==> src/rtl/uart_rx_display.sv <==
// 8N1 UART receiver with mid-bit sampling, framing-error recovery and a
// multiplexed 4-digit hex display of the last byte and the receive count.
module uart_rx_display #(
    parameter int CLKS_PER_BIT = 5208,
    parameter int DIGIT_TICKS  = 50000
) (
    input  logic clk_raw,
    input  logic rst_n,
    input  logic rx,
    input  logic pb5_raw,
    output logic t0,
    output logic t1,
    output logic t2,
    output logic t3,
    output logic t4,
    output logic t5,
    output logic t6,
    output logic t7,
    output logic trecieve,
    output logic ferr,
    output logic a,
    output logic b,
    output logic c,
    output logic d,
    output logic e,
    output logic f,
    output logic g,
    output logic numsl0,
    output logic numsl1,
    output logic numsl2,
    output logic numsl3
);

    localparam int CNT_W = (CLKS_PER_BIT > 1) ? $clog2(CLKS_PER_BIT) : 1;
    localparam int REF_W = (DIGIT_TICKS > 1) ? $clog2(DIGIT_TICKS) : 1;
    localparam logic [CNT_W-1:0] HALF_M1  = CNT_W'(CLKS_PER_BIT / 2 - 1);
    localparam logic [CNT_W-1:0] BIT_LAST = CNT_W'(CLKS_PER_BIT - 1);
    localparam logic [REF_W-1:0] REF_LAST = REF_W'(DIGIT_TICKS - 1);

    typedef enum logic [2:0] {
        IDLE,
        START,
        DATA,
        STOP,
        WAITHI
    } state_t;

    logic             rx_meta;
    logic             rx_sync;
    logic             pb_meta;
    logic             pb_sync;
    logic             pb_prev;
    logic             clr;
    state_t           state;
    logic [CNT_W-1:0] bit_cnt;
    logic [2:0]       bit_idx;
    logic [7:0]       shift;
    logic [7:0]       t_reg;
    logic [7:0]       count;
    logic             recv_r;
    logic             ferr_r;
    logic [REF_W-1:0] refresh;
    logic [1:0]       digit_idx;
    logic [1:0]       next_idx;
    logic             ref_wrap;
    logic [3:0]       nibble;
    logic [3:0]       sel_n;
    logic [6:0]       seg_n;

    // Active-low {a,b,c,d,e,f,g} hex glyphs.
    function automatic logic [6:0] hex_glyph(input logic [3:0] v);
        logic [6:0] r;
        case (v)
            4'h0: r = 7'b0000001;
            4'h1: r = 7'b1001111;
            4'h2: r = 7'b0010010;
            4'h3: r = 7'b0000110;
            4'h4: r = 7'b1001100;
            4'h5: r = 7'b0100100;
            4'h6: r = 7'b0100000;
            4'h7: r = 7'b0001111;
            4'h8: r = 7'b0000000;
            4'h9: r = 7'b0000100;
            4'hA: r = 7'b0001000;
            4'hB: r = 7'b1100000;
            4'hC: r = 7'b0110001;
            4'hD: r = 7'b1000010;
            4'hE: r = 7'b0110000;
            default: r = 7'b0111000;
        endcase
        return r;
    endfunction

    always_ff @(posedge clk_raw or negedge rst_n) begin
        if (!rst_n) begin
            rx_meta <= 1'b1;
            rx_sync <= 1'b1;
            pb_meta <= 1'b0;
            pb_sync <= 1'b0;
            pb_prev <= 1'b0;
        end else begin
            rx_meta <= rx;
            rx_sync <= rx_meta;
            pb_meta <= pb5_raw;
            pb_sync <= pb_meta;
            pb_prev <= pb_sync;
        end
    end

    assign clr = pb_sync & ~pb_prev;

    // Data bits arrive LSB first, so each new bit enters at the MSB.
    always_ff @(posedge clk_raw) begin
        if (state == DATA && bit_cnt == BIT_LAST) begin
            shift <= {rx_sync, shift[7:1]};
        end
    end

    always_ff @(posedge clk_raw or negedge rst_n) begin
        if (!rst_n) begin
            state    <= IDLE;
            bit_cnt  <= '0;
            bit_idx  <= '0;
            t_reg    <= 8'h00;
            count    <= 8'h00;
            recv_r   <= 1'b0;
            ferr_r   <= 1'b0;
        end else begin
            recv_r <= 1'b0;
            ferr_r <= 1'b0;
            case (state)
                IDLE: begin
                    if (!rx_sync) begin
                        bit_cnt <= '0;
                        state   <= START;
                    end
                end
                START: begin
                    if (bit_cnt == HALF_M1) begin
                        bit_cnt <= '0;
                        bit_idx <= '0;
                        state   <= rx_sync ? IDLE : DATA;
                    end else begin
                        bit_cnt <= bit_cnt + CNT_W'(1);
                    end
                end
                DATA: begin
                    if (bit_cnt == BIT_LAST) begin
                        bit_cnt <= '0;
                        if (bit_idx == 3'd7) begin
                            state <= STOP;
                        end else begin
                            bit_idx <= bit_idx + 3'd1;
                        end
                    end else begin
                        bit_cnt <= bit_cnt + CNT_W'(1);
                    end
                end
                STOP: begin
                    if (bit_cnt == BIT_LAST) begin
                        bit_cnt <= '0;
                        if (rx_sync) begin
                            if (!clr) begin
                                t_reg  <= shift;
                                count  <= count + 8'd1;
                                recv_r <= 1'b1;
                            end
                            state <= IDLE;
                        end else begin
                            ferr_r <= 1'b1;
                            state  <= WAITHI;
                        end
                    end else begin
                        bit_cnt <= bit_cnt + CNT_W'(1);
                    end
                end
                WAITHI: begin
                    if (rx_sync) begin
                        state <= IDLE;
                    end
                end
                default: state <= IDLE;
            endcase
            // A button clear overrides any byte accepted in the same cycle.
            if (clr) begin
                t_reg <= 8'h00;
                count <= 8'h00;
            end
        end
    end

    always_comb begin
        ref_wrap = (refresh == REF_LAST);
        next_idx = ref_wrap ? digit_idx + 2'd1 : digit_idx;
        case (next_idx)
            2'd0:    nibble = t_reg[3:0];
            2'd1:    nibble = t_reg[7:4];
            2'd2:    nibble = count[3:0];
            default: nibble = count[7:4];
        endcase
    end

    // Select and glyph are registered from the same next index so they switch together.
    always_ff @(posedge clk_raw or negedge rst_n) begin
        if (!rst_n) begin
            refresh   <= '0;
            digit_idx <= 2'd0;
            sel_n     <= 4'b1110;
            seg_n     <= 7'b0000001;
        end else begin
            refresh   <= ref_wrap ? '0 : refresh + REF_W'(1);
            digit_idx <= next_idx;
            sel_n     <= ~(4'b0001 << next_idx);
            seg_n     <= hex_glyph(nibble);
        end
    end

    assign {t7, t6, t5, t4, t3, t2, t1, t0}     = t_reg;
    assign trecieve                             = recv_r;
    assign ferr                                 = ferr_r;
    assign {a, b, c, d, e, f, g}                = seg_n;
    assign {numsl3, numsl2, numsl1, numsl0}     = sel_n;

endmodule

==> config.mk <==
export PLATFORM = sky130hd
export DESIGN_NAME = uart_rx_display
export DESIGN_NICKNAME = d
export VERILOG_FILES = /design/src/rtl/uart_rx_display.sv
export SDC_FILE = /design/constraint.sdc
export NUM_CORES = 1
export LEC_CHECK = 0
export BUFFER_PORTS_ARGS = -buffer_cell sky130_fd_sc_hd__buf_4
export CAP_MARGIN = 25
export CORE_MARGIN = 4
export CORE_UTILIZATION = 65
export CTS_CLUSTER_DIAMETER = 30
export CTS_CLUSTER_SIZE = 14
export DETAILED_ROUTE_END_ITERATION = 6
export PLACE_DENSITY = 0.93
export SYNTH_ARGS = -nofsm -noshare
export SYNTH_HDL_FRONTEND = slang
export SYNTH_SLANG_ARGS = --single-unit
==> constraint.sdc <==
create_clock -name clk_raw -period 6.1 [get_ports clk_raw]
set_clock_uncertainty 0.2 [all_clocks]
set_input_delay 0.61 -clock clk_raw [delete_from_list [all_inputs] [get_ports clk_raw]]
set_output_delay 0.61 -clock clk_raw [all_outputs]
set_load 0.02 [all_outputs]
==> results of run 1 <==
## how the worst max path moves through the flow
stage	start	to	slack [ps]	depth (start not counted)
floorplan	refresh[0]	seg_n[2]	3290	12
global placement	refresh[0]	seg_n[2]	3030	10
detailed placement	refresh[0]	seg_n[2]	2890	10
CTS	refresh[0]	seg_n[2]	2850	10
global route	refresh[0]	seg_n[2]	2640	10
finish	refresh[0]	seg_n[2]	2820	10
## Yosys cell counts, drive strengths merged, types with 2 or more instances
library cell   n
nor2b          8
o21ai         21
a21o           3
ha            11
xnor2          9
nor4b          2
nor2          33
o2111ai        2
dfstp          6
dfrtp         65
nand2b         4
a22o           5
buf            9
mux2           2
and4bb         2
and3          14
nand2         26
and2           6
a21oi          3
inv            5
nand3         14
nor4bb         5
mux4           5
nor3b          6
nand4          4
mux2i         31
o31ai          5
edfxtp         8
and4           5
clkbuf         5
a22oi          2
xor2          15
## layout make-up
class	instances	area, µm²	area share
Clock buffer	9	124	0.0282
Sequential cell	79	2020	0.461
Tap cell	75	93.8	0.0213
Clock inverter	7	104	0.0236
Multi-Input combinational cell	251	1840	0.419
Timing Repair Buffer	25	188	0.0427
Inverter	5	18.8	0.00427
## per-stage QoR
step                      hold slack (ps)   util  total power (µW)  instances
after detailed placement              139  0.700               557        435
after floorplan                       114      -               546        349
after global routing                  136  0.738              1020        451
after global placement                139  0.700               557        435
final                                 151  0.738               988        451
after CTS                             137  0.738               999        451
## routing by layer
metal | up-vias | routed length (µm)
met5 | - | 0
met4 | 0 | 112
met3 | 11 | 369
met1 | 1401 | 3310
li1 | 1301 | -
met2 | 79 | 3810
## logic make-up (layout without fill, tap and decap cells)
| kind of cell | count (synthesis) | in the layout | share of synthesized area |
|---|---|---|---|
| DFF | 79 | 79 | 0.507 |
| and+or+nand+nor | 132 | 132 | 0.185 |
| xor gates and xnor gates | 24 | 24 | 0.0527 |
| AOI/OAI and AO/OA | 46 | 46 | 0.0758 |
| adders and majority gates | 11 | 11 | 0.0345 |
| buffers and inverters | 19 | 46 | 0.0313 |
| muxes | 38 | 38 | 0.113 |
## power by group through the flow
stage	clock, µW	sequential [µW]	combinational, µW
floorplan	0	544	2.03
global placement	0	544	13.2
detailed placement	0	544	13.6
CTS	452	533	13.4
global route	474	534	14.9
finish	442	533	12.7
## critical path, cell delays in order, from the launching register on
cell,delay [ps]
sky130_fd_sc_hd__dfrtp_1,380
sky130_fd_sc_hd__ha_1,190
sky130_fd_sc_hd__and3_1,270
sky130_fd_sc_hd__nand4_2,480
sky130_fd_sc_hd__mux2i_1,240
sky130_fd_sc_hd__mux4_1,660
sky130_fd_sc_hd__inv_1,140
sky130_fd_sc_hd__ha_1,240
sky130_fd_sc_hd__inv_1,90
sky130_fd_sc_hd__nor3b_1,210
sky130_fd_sc_hd__a21o_1,110
==> results summary, run 1 <==
The internal power is 769 µW. The number of nets in the layout is roughly 390. The critical-path maximum fanout came out at 14. The final count of negative-setup-slack endpoints is 0. The layout overhead on the synthesized area came out at 10.1%. The biggest area contributor in the post-synthesis netlist is sky130_fd_sc_hd__dfrtp_1.

Entering global routing, the biggest net connects 72 pins. In this run the core area contains 28 standard-cell rows. TritonCTS built the clock tree.

The number of instances in the synthesized netlist is approximately 350. Max-cap violations in this run came to 0. STA classifies the critical path endpoint as a flip-flop. The worst voltage drop across the vdd grid is around 0.17 mV.

Clock tree synthesis selected as its root buffer the cell sky130_fd_sc_hd__clkbuf_8. The number of diodes came out at 0. The worst hold path depth is 1. The cell area after placement is approximately 4200 µm². The worst-margin pin slew is approximately 1200 ps.

In the post-synthesis netlist, the biggest area contributors are sky130_fd_sc_hd__dfrtp_1 (41%), sky130_fd_sc_hd__mux2i_1 (7.8%), sky130_fd_sc_hd__edfxtp_1 (6.0%), sky130_fd_sc_hd__dfstp_2 (3.9%), sky130_fd_sc_hd__ha_1 (3.4%). The synthesized design contains 8 enable-type register cells. In this run the post-CTS setup repair buffer count came out at 0. The total power per unit cell area is 225 nW/µm².

The first global-routing pass estimated between 10000 and 15000 µm of wire. The path with the worst hold slack has its endpoint at rx_meta. The final critical delay including setup and external delays is around 3300 ps. The count of buffers added on input and output ports is 24. The total congestion overflow after global routing came out at 0. For this run, global-route usage on met3 was measured as 0.0570. The largest registers in the layout are refresh: 16 flops, bit_cnt: 13 flops. The share of synthesized area in the top cell type comes to 0.407. The maximum clock frequency came out at slightly above 300 MHz. The HPWL after detailed placement came out at 5180 µm. Setup repair after global routing left no endpoint under its margin. In the routed layout, each cell is associated on average with a via count of between 6 and 7.

The startpoint identified for the worst hold timing path is rx. In the layout the commonest cells are sky130_fd_sc_hd__dfrtp_1 (65), sky130_fd_sc_hd__nor2_1 (33), sky130_fd_sc_hd__mux2i_1 (31). The routed wire length is between 7000 and 8000 µm. Yosys printed 0 warnings.

The clock share of power came out at 0.448. The initial antenna violation count came out at 0. The clock insertion delay at the later pin of the skew report came out at 360 ps. The clock net sink count is slightly below 80.

The kind of path behind the tightest hold check is in -> reg. The worst setup slack before clock tree synthesis came out at between 2000 and 3000 ps. The flop and latch count out of synthesis is 79. The number of max-slew violations in the final report came to 0. The post-route setup TNS came out at 0 ps. Of all flip-flops after synthesis, the portion carrying an async set or reset was 0.899. For this run, the leading register cell type out of synthesis is sky130_fd_sc_hd__dfrtp_1. The register-to-register setup slack is roughly 2800 ps.

The clock transition at the registers of the reported paths is approximately 90 ps. The I/O pin total came out at 25. The horizontal die dimension came out at approximately 86 µm.

The first routing iteration left roughly 150 violations. The area of the core came out at around 6000 µm². More flip-flops sit in one register than any other, and that register is refresh.

The number of gates resized after CTS came out at 0. The average wire per cell in the routed design is 16.8 µm. Across all setup checks in the final design, the least slack found is about 2800 ps. The number of global-route vias before repair came to between 2000 and 3000. The post-route cell area is 4400 µm². STA classifies the critical path startpoint as a flip-flop. The number of cells on the worst reg-to-reg path is 10.

The startpoint of the lowest-slack register-to-register path is refresh[0]. The switching share of power is 0.222. The static leakage is a little over 0.002 µW. The aggregate global-route resource usage is 0.226. The via count of the routed design came out at 2792. For this configuration, the core starts out at a cell density of 0.670. Leaving out fill and tap cells, the most frequent cell in the layout is sky130_fd_sc_hd__dfrtp_1. The arrival time at the worst endpoint came out at 3380 ps. The distinct cell type count of the synthesized netlist is 48. The mean instance size in the synthesized netlist came out at ~11 µm². The layout filler cell count came out at between 300 and 400.

In the final layout, the share of cells above drive strength 1 is 0.154. The sequential share of the synthesized area is 0.507. Routability-driven placement finished with a final weighted congestion of roughly 0.83.

The H-tree was split into 3 levels. In the global route stage, met2 resource usage came out at 0.373. The number of endpoints with negative hold slack in the final report is 0. The cell area that synthesis handed to floorplanning was around 4000 µm². The number of buffers inserted during clock tree synthesis came out at 9. The number of flip-flops in the largest register came out at 16. The number of buffers on the longest clock path is 2. The flow ran to the end, and the final reports show no timing, DRC or antenna violations. The number of nets in the synthesized netlist came out at around 360. The die boundary height is around 86 µm. Headroom to the max-slew limit came out at 0.193. The share of total power dissipated in sequential elements is 0.540. After detailed routing, the number of remaining DRC violations is 0. The final critical-path share of the clock period is 0.537.

The busiest layer in global routing is met2. The count of TritonRoute iterations in the first routing pass came out at 4. The critical path in this run is classified as reg -> reg. The post-detailed-route count of antenna-violating nets is 0. The area of the die came out at between 7000 and 8000 µm². The net switching power is around 220 µW. The critical register-to-register path endpoint is seg_n[2]. The met1 track utilization from global routing came out at 0.293. The total of hold buffers inserted after clock tree synthesis came out at 0. The critical path data required time came out at between 6000 and 7000 ps. The combinational cell fraction of total power is 0.013.
Power figures use the tool's default switching activity.
==> run 2, diff against run 1 <==
Settings changed: CORE_UTILIZATION 65 to 55, PLACE_DENSITY 0.93 to 0.84.
Clock period 6.1 ns to 2.64 ns, I/O delays scaled along.
==> run 2 against run 1 <==
The flow now finishes with violations (setup timing). Global-route usage fell by 2.6 points. Maximum frequency rose by 19%. Setup slack got worse by 2900 ps. Power rose by 120%. Critical endpoint is now seg_n[5]. Largest power group unchanged. Highest routed layer unchanged.
==> results summary, run 2 (synthesis results as in run 1) <==
Run status: finished, violations left (was completed). The checks that failed: setup timing. The layout filler cell count came out at 503 (was 380). The cell type of the slowest stage on the worst timing path is sky130_fd_sc_hd__mux4_2 (was sky130_fd_sc_hd__mux4_1). The routability congestion estimate was 0.858 (was 0.832). The launch point of the worst path is refresh[7] (was refresh[0]). The standard-cell row count came to 30 (was 28). The number of nets in the layout came out at 413 (was 386).

The worst hold slack after final layout came out at 164 ps (was 151 ps). The startpoint of the most critical hold path is rx_meta (was rx). The number of buffers inserted during clock tree synthesis is 9 (unchanged).

Crit path cell chain: nor4b_4 > nand4_4 > buf_12 > mux2i_1 > mux4_2 > buf_4 > ha_1 > o2bb2ai_1 (was ha_1 > and3_1 > nand4_2 > mux2i_1 > mux4_1 > inv_1 > ha_1 > inv_1 > nor3b_1 > a21o_1). The average wire per cell in the routed design is 16.6 µm (was 16.8 µm). The register-to-register setup slack was -120 ps (was 2820 ps). The maximum clock frequency is 362 MHz (was 305 MHz). The post-detailed-route via-to-cell ratio came out at 5.76 (was 6.19).

The fraction of met2 tracks used by global routing came out at 0.347 (was 0.373). The I/O pin total is 25 (unchanged). The normalized max-slew margin is 0.407 (was 0.193). The count of buffers from port buffering came out at 24 (unchanged). The worst setup margin came out at -123 ps (was 2820 ps). The final critical delay including setup and external delays came out at 2760 ps (was 3280 ps).

The sort of element at the end of the critical path is a flip-flop (unchanged). The horizontal die dimension is 93.2 µm (was 86.4 µm). Top library cells by usage in the layout, fill and taps aside: sky130_fd_sc_hd__dfrtp_1 (65), sky130_fd_sc_hd__buf_4 (44), sky130_fd_sc_hd__nor2_1 (33) (was sky130_fd_sc_hd__dfrtp_1 (65), sky130_fd_sc_hd__nor2_1 (33), sky130_fd_sc_hd__mux2i_1 (31)). The clock insertion delay at the later pin of the skew report came out at 350 ps (was 360 ps). The critical path data required time is 2670 ps (was 6210 ps).

The commonest non-fill, non-tap cell in the layout is sky130_fd_sc_hd__dfrtp_1 (unchanged). The initial standard-cell utilization of the core came out at 0.578 (was 0.670). The initial antenna violation count came out at 0 (unchanged). The via count of the routed design is 2876 (was 2792). The number of max-slew violations in the final report came out at 0 (unchanged).

The final critical-path share of the clock period is 1.05 (was 0.537). The post-route cell area was 4690 µm² (was 4400 µm²). The layout overhead on the synthesized area is 17.4% (was 10.1%). The number of endpoints with negative hold slack in the final report is 0 (unchanged). The end point of the worst hold path is rx_sync (was rx_meta). The master cell of the clock root buffer is sky130_fd_sc_hd__clkbuf_8 (unchanged).

The TritonCTS clock tree is built (unchanged). The number of design-rule violations left by the first detailed-router iteration came out at 202 (was 154). The total congestion overflow after global routing came to 0 (unchanged).

The first-pass GRT wire length is 13800 µm (was 13200 µm). The post-detailed-route count of antenna-violating nets came out at 0 (unchanged). The number of cells on the worst reg-to-reg path is 8 (was 10). The arrival time at the worst endpoint came to 2790 ps (was 3380 ps). The path type of the worst setup path was reg -> reg (unchanged).

The number of flip-flops in the largest register is 16 (unchanged). The static leakage is 0.00220 µW (was 0.00206 µW). The HPWL after detailed placement is 5350 µm (was 5180 µm). The critical-path maximum fanout is 6 (was 14). The met3 demand-to-capacity share in global routing came out at 0.0563 (was 0.0570). The register ranked first by flip-flop count is refresh (unchanged).

The critical register-to-register path endpoint is seg_n[5] (was seg_n[2]). The routed wire length came out at 8260 µm (was 7600 µm). Leading registers by flop count: refresh: 16 flops, bit_cnt: 13 flops (unchanged). The clock transition at the registers of the reported paths was 80 ps (was 90 ps). The number of global-route vias before repair is 2874 (was 2831). The number of buffers on the longest clock path is 2 (unchanged). The kind of path behind the tightest hold check is reg -> reg (was in -> reg). The delay of the slowest cell on the worst path came out at 560 ps (was 660 ps). The area of the die was 8690 µm² (was 7460 µm²). The share of layout cells above drive strength 1 came out at 0.231 (was 0.154). The worst hold path depth is 0 (was 1).

The startpoint of the lowest-slack register-to-register path is refresh[7] (was refresh[0]). The total power per unit cell area is 473 nW/µm² (was 225 nW/µm²). The busiest layer in global routing is met2 (unchanged).

The count of max-cap constraint violations is 0 (unchanged). Setup repair after global routing missed its margin: yes (was no). The number of diodes is 0 (unchanged). The startpoint class of the critical path is a flip-flop (unchanged). The DRC violation count after routing is 0 (unchanged). The worst voltage drop across the vdd grid is 0.373 mV (was 0.170 mV). The count of TritonRoute iterations in the first routing pass came out at 4 (unchanged). The worst-margin pin slew came to 890 ps (was 1210 ps). The clock net sink count came out at 79 (unchanged). The final count of negative-setup-slack endpoints came out at 6 (was 0). The largest net degree at the start of global routing was 72 (unchanged).

The cell area after placement came out at 4370 µm² (was 4170 µm²). The aggregate global-route resource usage is 0.200 (was 0.226). The met1 track utilization from global routing is 0.247 (was 0.293). The die boundary height is 93.2 µm (was 86.4 µm). The number of levels the H-tree was split into came out at 3 (unchanged). The area of the core came out at 6910 µm² (was 5960 µm²).
run 2: cell types whose count changed in the layout (fill, tap and decap cells not counted), moves of 3 or more:
cell / previous run / this run
sky130_fd_sc_hd__buf_4: 25 / 44
sky130_fd_sc_hd__ha_1: 11 / 6
sky130_fd_sc_hd__ha_2: 0 / 4
sky130_fd_sc_hd__buf_6: 0 / 3
sky130_fd_sc_hd__clkinv_4: 3 / 0
sky130_fd_sc_hd__dlygate4sd3_1: 0 / 3
sky130_fd_sc_hd__inv_1: 5 / 2
sky130_fd_sc_hd__inv_2: 0 / 3
run 2: report_power, final:
part	total [µW]	internal, µW	switching [µW]
Combinational	33.2	7.33	25.9
Sequential	1230	1230	2.94
Clock	951	527	424
Total	2220	1760	453
run 2: what timing repair did:
action,4_1_cts,5_1_grt
hold buffers,3,0
setup endpoints to repair,7,7
gates cloned,0,0
setup buffers,2,4
hold endpoints to repair,67,0
gates resized for setup,7,3
pin swaps,3,5
run 2: worst max-delay path by stage:
stage                    end  slack, ps  cells past startpoint
floorplan           seg_n[3]        -10                     12
global placement    seg_n[2]        -30                      9
detailed placement  seg_n[2]       -140                      9
CTS                 seg_n[1]        -70                     10
global route        seg_n[1]       -240                     10
finish              seg_n[5]       -120                      8
run 2: cell type report:
type / count / area (µm²) / area share
clock buffer: 11 / 131 / 0.0280
clock inverter: 5 / 73.8 / 0.0158
inverter: 5 / 18.8 / 0.00400
multi-input combinational: 251 / 1880 / 0.402
sequential: 79 / 2020 / 0.432
tap: 96 / 120 / 0.0256
timing repair buffer: 52 / 434 / 0.0926
run 2: through the flow:
step | setup WS [ps] | util | cells | total power (µW) | setup TNS (ps)
3_5_place_dp | -141 | 0.633 | 474 | 1290 | -526
4_1_cts | -66.2 | 0.673 | 495 | 2240 | -158
5_1_grt | -239 | 0.679 | 499 | 2300 | -984
3_3_place_gp | -27.9 | 0.633 | 474 | 1290 | -27.9
6_report | -123 | 0.679 | 499 | 2220 | -460
2_1_floorplan | -13.8 | - | 349 | 1260 | -41.5
run 2: critical path: cells and delay by family, from the launching register on:
kind            cells  cell delay (ps)
compound gates      1              150
fa+ha+maj           1              310
buf+inv             2              350
flops               1              410
mux                 2              680
simple gates        2              540
run 2: metal layers:
layer | vias to the layer above | share of wire
met5 | - | 0
met4 | 0 | 0.016
met3 | 18 | 0.044
met2 | 73 | 0.53
met1 | 1439 | 0.41
li1 | 1346 | -
